===== config.mk =====
export PLATFORM = sky130hd
export DESIGN_NAME = de2_115_sopc_sysid_master
export DESIGN_NICKNAME = d
export VERILOG_FILES = /design/src/rtl/sysid_master_pkg.sv /design/src/rtl/de2_115_sopc_sysid_master.sv
export SDC_FILE = /design/constraint.sdc
export NUM_CORES = 1
export LEC_CHECK = 0
export CORE_MARGIN = 1
export CORE_UTILIZATION = 49
export CTS_CLUSTER_SIZE = 10
export DETAILED_ROUTE_END_ITERATION = 6
export PLACE_DENSITY = 0.81
export RECOVER_POWER = 50
export SLEW_MARGIN = 20
export SYNTH_ARGS = -nofsm -noshare
export SYNTH_HDL_FRONTEND = slang
export SYNTH_SLANG_ARGS = --single-unit

===== constraint.sdc =====
create_clock -name clock -period 2.9 [get_ports clock]
set_input_delay 0.435 -clock clock [delete_from_list [all_inputs] [get_ports clock]]
set_output_delay 0.435 -clock clock [all_outputs]
set_load 0.02 [all_outputs]

===== src/rtl/sysid_master_pkg.sv =====
// Shared types and constants for the sysid checking master.
package sysid_master_pkg;

  typedef enum logic [1:0] {
    IDLE,
    RD_ID,
    RD_TS,
    FINISH
  } state_e;

  localparam logic ADDR_ID = 1'b0;
  localparam logic ADDR_TS = 1'b1;

  localparam int STALL_W = 16;

endpackage


===== src/rtl/de2_115_sopc_sysid_master.sv =====
// Reads the two sysid words over Avalon-MM and compares them against expected values.
// Optional SYSID_MASTER_PERIODIC_EN adds periodic auto-checks and a sticky mismatch output.
module de2_115_sopc_sysid_master
  import sysid_master_pkg::*;
#(
  parameter logic [31:0] EXPECTED_ID    = 32'd0,
  parameter logic [31:0] EXPECTED_TS    = 32'd1513105036,
  parameter int          TIMEOUT_CYCLES = 255
) (
  input  logic        clock,
  input  logic        reset_n,
  input  logic        start,
  output logic        avm_address,
  output logic        avm_read,
  input  logic        avm_waitrequest,
  input  logic [31:0] avm_readdata,
  output logic        busy,
  output logic        done,
  output logic        id_ok,
  output logic        ts_ok,
  output logic        timeout,
  output logic [31:0] id_value,
  output logic [31:0] ts_value
`ifdef SYSID_MASTER_PERIODIC_EN
  ,
  output logic        mismatch
`endif
);

  localparam logic [STALL_W-1:0] TIMEOUT_LIM = STALL_W'(TIMEOUT_CYCLES);

  state_e             state_q;
  logic               read_q;
  logic               address_q;
  logic               busy_q;
  logic               done_q;
  logic               id_ok_q;
  logic               ts_ok_q;
  logic               timeout_q;
  logic [31:0]        id_value_q;
  logic [31:0]        ts_value_q;
  logic [STALL_W-1:0] stall_q;
  logic [STALL_W-1:0] stall_d;
  logic               trigger;

  assign stall_d = stall_q + 1'b1;

`ifdef SYSID_MASTER_PERIODIC_EN
  logic [23:0] period_q;
  logic        mismatch_q;

  // Free-running only while idle, so a check fires after 2^24 consecutive idle cycles.
  always_ff @(posedge clock or negedge reset_n) begin
    if (!reset_n) begin
      period_q   <= '0;
      mismatch_q <= 1'b0;
    end else begin
      if (state_q == IDLE) period_q <= period_q + 24'd1;
      else                 period_q <= '0;
      if (state_q == FINISH && (!id_ok_q || !ts_ok_q || timeout_q)) mismatch_q <= 1'b1;
    end
  end

  assign trigger  = start | ((state_q == IDLE) && (period_q == '1));
  assign mismatch = mismatch_q;
`else
  assign trigger = start;
`endif

  always_ff @(posedge clock or negedge reset_n) begin
    if (!reset_n) begin
      state_q    <= IDLE;
      read_q     <= 1'b0;
      address_q  <= ADDR_ID;
      busy_q     <= 1'b0;
      done_q     <= 1'b0;
      id_ok_q    <= 1'b0;
      ts_ok_q    <= 1'b0;
      timeout_q  <= 1'b0;
      id_value_q <= '0;
      ts_value_q <= '0;
      stall_q    <= '0;
    end else begin
      done_q <= 1'b0;
      case (state_q)
        IDLE: begin
          if (trigger) begin
            state_q   <= RD_ID;
            read_q    <= 1'b1;
            address_q <= ADDR_ID;
            busy_q    <= 1'b1;
            id_ok_q   <= 1'b0;
            ts_ok_q   <= 1'b0;
            timeout_q <= 1'b0;
            stall_q   <= '0;
          end
        end
        RD_ID: begin
          if (!avm_waitrequest) begin
            id_value_q <= avm_readdata;
            id_ok_q    <= (avm_readdata == EXPECTED_ID);
            address_q  <= ADDR_TS;
            stall_q    <= '0;
            state_q    <= RD_TS;
          end else if (stall_d == TIMEOUT_LIM) begin
            timeout_q <= 1'b1;
            read_q    <= 1'b0;
            done_q    <= 1'b1;
            state_q   <= FINISH;
          end else begin
            stall_q <= stall_d;
          end
        end
        RD_TS: begin
          if (!avm_waitrequest) begin
            ts_value_q <= avm_readdata;
            ts_ok_q    <= (avm_readdata == EXPECTED_TS);
            read_q     <= 1'b0;
            done_q     <= 1'b1;
            state_q    <= FINISH;
          end else if (stall_d == TIMEOUT_LIM) begin
            timeout_q <= 1'b1;
            read_q    <= 1'b0;
            done_q    <= 1'b1;
            state_q   <= FINISH;
          end else begin
            stall_q <= stall_d;
          end
        end
        FINISH: begin
          busy_q    <= 1'b0;
          address_q <= ADDR_ID;
          state_q   <= IDLE;
        end
        default: state_q <= IDLE;
      endcase
    end
  end

  assign avm_address = address_q;
  assign avm_read    = read_q;
  assign busy        = busy_q;
  assign done        = done_q;
  assign id_ok       = id_ok_q;
  assign ts_ok       = ts_ok_q;
  assign timeout     = timeout_q;
  assign id_value    = id_value_q;
  assign ts_value    = ts_value_q;

endmodule


# Word level (Yosys, flattened, before mapping)
# Index checks and enable logic that the tools add are counted.
[op_classes]
bitwise = 1
n_reduce_logical = 18
muxes = 30
addsub = 1
n_eq_ne = 12
[op_table]
columns = ["operator", "n"]
rows = [
  ["$mux 16", 4],
  ["$pmux 16 s3", 1],
  ["$eq 32x31->1 const B", 1],
  ["$logic_not 32->1", 1],
  ["$add 16x1->16 const B", 1],
  ["$eq 16x8->1 const B", 1],
  ["$reduce_and 3->1", 5],
  ["$mux 1", 13],
  ["$ne 2x2->1 const B", 5],
  ["$pmux 1 s2", 5],
  ["$mux 2", 4],
  ["$pmux 2 s4", 1],
  ["$reduce_bool 2->1", 4],
  ["$pmux 1 s3", 2],
  ["$reduce_and 2->1", 3],
  ["$reduce_bool 3->1", 2],
  ["$eq 2x2->1 const B", 2],
  ["$ne 2x1->1 const B", 2],
  ["$reduce_and 4->1", 1],
  ["$eq 2x1->1 const B", 1],
  ["$logic_not 2->1", 1],
  ["$reduce_or 2->1", 1],
  ["$not 1->1", 1],
]
[totals]
out_inout_bits = 71
inputBits = 36
register_bits = 89

# Logic depth before layout (Yosys ltp)
[depth]
ltp_word = 5
ltp_mapped = 10

# Worst setup path after synthesis
# OpenSTA, ideal clock, no wires.
[synth_path]
kind = "register -> register"
from = "register stall_q[0]"
to = "register state_q[0]"
setup_time_ns = 0.079
stages_incl_launch_ff = 9
slack_ns = 0.638
arrival_time_ns = 2.182
cell_sequence = "dfrtp_1 > ha_1 > nand3_2 > or4_4 > mux2i_1 > a211oi_2 > o2111ai_4 > a31oi_1 > a2bb2oi_1"
[synth_via]
elab_chain_cells = 5
elab_cells_between_ends = 6
cone_classes = "add/sub (1); eq/ne (1); mux (4)"
[synth_rtl]
columns = ["element", "line", "text"]
rows = [
  ["start: declaration", "de2_115_sopc_sysid_master.sv:42", "logic [STALL_W-1:0] stall_q;"],
  ["start signal: assignment", "de2_115_sopc_sysid_master.sv:111", "stall_q <= stall_d;"],
  ["start signal: assignment", "de2_115_sopc_sysid_master.sv:127", "stall_q <= stall_d;"],
  ["$add 16x1->16 (*)", "de2_115_sopc_sysid_master.sv:46", "assign stall_d = stall_q + 1'b1;"],
  ["$eq 16x8->1 (*)", "de2_115_sopc_sysid_master.sv:105, de2_115_sopc_sysid_master.sv:121", ""],
  ["$mux 2 (*)", "--", ""],
  ["$mux 2 (on tied branches)", "--", ""],
  ["$pmux 2 s4 (*)", "--", ""],
  ["end signal: assignment", "de2_115_sopc_sysid_master.sv:104", "state_q <= RD_TS;"],
  ["end signal: assignment", "de2_115_sopc_sysid_master.sv:109", "state_q <= FINISH;"],
  ["end signal: assignment", "de2_115_sopc_sysid_master.sv:120", "state_q <= FINISH;"],
  ["end: declaration", "de2_115_sopc_sysid_master.sv:32", "state_e state_q;"],
]
# Every way passes the cells marked *; elsewhere a longest branch is shown, timed or not.
# A chain may end at the register's enable or synchronous reset.

# Worst setup path after layout
# Ends and elaborated chain as after synthesis.

==> impl_metrics.env <==
export IMPL_cellPowerDensity_mw_per_mm2=1060
export IMPL_ys_seq_area_share_pct=54.6
export IMPL_power_mw=5.79
export IMPL_finalWirelength_mm=9.97
export IMPL_status="complete, no violations"
export IMPL_synthTopCellsByArea="dfrtp_1 55%, mux2_2 18%, ha_1 2.1%"
export IMPL_crit_type="flip-flop to flip-flop"
export IMPL_leakage_nw=2.25
export IMPL_ant_nets=0
export IMPL_worstPathArrival_ns=2.78
export IMPL_netlist_area_mm2=0.00408
export IMPL_slew_violations=0
export IMPL_drive_above_1_share_pct=21.2
export IMPL_yosysTopAreaCell="dfrtp_1"
export IMPL_cts_sinks=89
export IMPL_seq_area_mm2=0.00223
export IMPL_clk_pin_slew_ns=0.10
export IMPL_synth_top_area_share_pct=54.6
export IMPL_start_util_pct=51.7
export IMPL_grt_pass1_wl_mm=16.6
export IMPL_worst_pin_slew_ns=1.40
export IMPL_via_per_inst=5.65
export IMPL_finalSetupViolCount=0
export IMPL_multi_input_area_mm2=0.00175
export IMPL_clockPowerShare_pct=15.1
export IMPL_p_seq_share_pct=34.8
export IMPL_fin_skew_ns=0.0114
export IMPL_slew_headroom_pct=6.91
export IMPL_crit_path_start_kind="flip-flop"
export IMPL_peakVddDrop_mv=0.760
export IMPL_antenna_diode_count=0
export IMPL_cts_resized_gates=0
export IMPL_crit_start="stall_q[0]"
export IMPL_place_inst=539
export IMPL_antenna_found_initial=0
export IMPL_avgSynthCellArea_um2=12.1
export IMPL_vias=3135
export IMPL_port_buffers=106
export IMPL_place_area_mm2=0.00529
export IMPL_fill_cells=562
export IMPL_synth_distinct_cells=45
export IMPL_maxCapViolations=0
export IMPL_regToRegEndpoint="state_q[0]"
export IMPL_synth_warning_count=0
export IMPL_reg2reg_slack_ns=0.40
export IMPL_period_needed_ns=2.50
export IMPL_fp_dieArea_mm2=0.00869
export IMPL_layoutNonFillerInstCount=555
export IMPL_fin_nets=491
export IMPL_postCtsSetupBuffers=0
export IMPL_numCtsBuffers=9
export IMPL_final_area_mm2=0.00547
export IMPL_internal_power_mw=3.59
export IMPL_ioPinCount=107
export IMPL_wl_per_cell_um=18.0
export IMPL_core_area_mm2=0.00789
export IMPL_postCtsHoldBufs=0
export IMPL_root_buffer="clkbuf_8"
export IMPL_die_w_um=93.2
export IMPL_grt_max_degree=58
export IMPL_setup_tns_ns=0
export IMPL_p_comb_share_pct=50.1
export IMPL_ys_seq_elements=89
export IMPL_syn_nets=379
export IMPL_grtUsageTotal_pct=25.1
export IMPL_die_y_um=93.2
export IMPL_gp_congestion=0.858
export IMPL_hold_viol_final=0
export IMPL_rows=32
export IMPL_cts_buffer_depth=2
export IMPL_grt_pass1_vias=3264
export IMPL_drt_first_pass_iters=5
export IMPL_area_growth_pct=34.0
export IMPL_r2r_start="stall_q[0]"
export IMPL_cts_tree="done"
export IMPL_drt_initial_drc_count=144
export IMPL_path_max_fanout=7
export IMPL_clock_latency_ns=0.36
export IMPL_htreeDepth=3
export IMPL_synthCells=336
export IMPL_r2r_cells=8
export IMPL_place_hpwl_mm=7.27
export IMPL_min_path_type="primary input to asynchronous set/reset pin"
export IMPL_rsz0062_at_grt="false"
export IMPL_drcViolationCount=0
export IMPL_worstSetupEndpointType="flip-flop"
export IMPL_max_freq_ghz=0.400
export IMPL_sw_frac_of_total_pct=38.0
export IMPL_period_share_pct=86.1
export IMPL_crit_required_ns=3.18
export IMPL_power_switching_mw=2.20
export IMPL_grt_remaining_overflow=0
power groups by stage:
stage | sequential (mW) | combinational, mW | clock [mW]
floorplan | 2.59 | 0.962 | 0
global placement | 2.01 | 2.86 | 0
detailed placement | 2.03 | 2.90 | 0
CTS | 2.02 | 2.93 | 0.891
global route | 2.08 | 3.08 | 0.943
finish | 2.02 | 2.90 | 0.873
state kept, by name, summed over array words and instances, names as in the netlist:
signal	cells
id_value	32
ts_value	32
stall_q	16
state_q	2
avm_address	1
avm_read	1
busy	1
done	1
id_ok	1
timeout	1
ts_ok	1
critical path: stages (launching register included):
cell and delay [ns]:
dfrtp_1 0.42, ha_1 0.26, nand3_2 0.16, or4_4 0.57, mux2i_1 0.15, a211oi_2 0.22, o2111ai_4 0.22, a31oi_1 0.24
a2bb2oi_1 0.17
worst max-delay path by stage:
stage | end | slack (ns) | depth (start not counted)
after floorplan | state_q[0] | 0.64 | 8
after global placement | state_q[0] | 0.52 | 8
after detailed placement | state_q[0] | 0.41 | 8
after CTS | state_q[0] | 0.39 | 8
after global routing | state_q[0] | 0.23 | 8
final | state_q[0] | 0.40 | 8
cells by family after synthesis:
| kind of cell | count (synthesis) | share of synthesized area (%) |
|---|---|---|
| AOI/OAI and AO/OA | 45 | 8.28 |
| xor gates and xnor gates | 8 | 1.72 |
| adders and majority gates | 7 | 2.15 |
| buffers and inverters | 26 | 2.45 |
| DFF | 89 | 54.6 |
| muxes | 68 | 18.7 |
| and+or+nand+nor | 93 | 12.1 |
layout make-up:
cell class,count,area share [%]
clock buffer,9,2.27
tap,102,2.33
multi-input combinational,221,32.1
timing repair buffer,117,20.5
clock inverter,7,1.40
sequential,89,40.7
inverter,10,0.687
cell usage after synthesis (all sizes together):
| cell | n |
|---|---|
| dfrtp | 89 |
| mux2 | 64 |
| nand2 | 23 |
| nand3 | 16 |
| o21ai | 15 |
| nor2 | 14 |
| clkbuf | 13 |
| inv | 10 |
| nand4 | 9 |
| ha | 7 |
| nor3 | 7 |
| nor4 | 7 |
| and2 | 5 |
| nand2b | 5 |
| o31ai | 5 |
| xnor2 | 5 |
| mux2i | 4 |
| or4 | 4 |
| a21oi | 3 |
| a31oi | 3 |
| buf | 3 |
| o311ai | 3 |
| xor2 | 3 |
| a211oi | 2 |
| a22o | 2 |
| a2bb2oi | 2 |
| and3 | 2 |
| o22ai | 2 |
| o41ai | 2 |
| a211o | 1 |
| a21o | 1 |
| a32o | 1 |
| nor4b | 1 |
| o2111ai | 1 |
| o21a | 1 |
| o32a | 1 |
stage by stage:
stage / worst slack, ns / util (%) / hold WS (ns)
6_report: 0.402 / 69.3 / 0.379
5_1_grt: 0.228 / 69.3 / 0.513
4_1_cts: 0.393 / 69.6 / 0.154
3_5_place_dp: 0.408 / 67.0 / 0.494
3_3_place_gp: 0.520 / 67.0 / 0.473
2_1_floorplan: 0.638 / - / 0.139
cell usage in the layout, fill, tap and decap left out, drive strengths merged, types with 4 or more instances in the layout:
cell type | synthesis | final
dfrtp | 89 | 89
ha | 7 | 7
clkbuf | 13 | 15
o21ai | 15 | 15
dlygate4sd3 | 0 | 4
nor3 | 7 | 7
clkdlybuf4s50 | 0 | 101
nor4 | 7 | 7
and2 | 5 | 5
inv | 10 | 12
o31ai | 5 | 5
nand2b | 5 | 5
nand2 | 23 | 23
nand4 | 9 | 9
xnor2 | 5 | 5
mux2i | 4 | 4
or4 | 4 | 4
nor2 | 14 | 14
buf | 3 | 6
nand3 | 16 | 16
mux2 | 64 | 64
layer usage:
metal | global-route usage (%) | routed length (um)
met1 | 31.0 | 4000
met2 | 39.5 | 4830
met3 | 11.4 | 998
met4 | 7.69 | 148
met5 | 0 | 0
(Power assumes the default switching activity.)
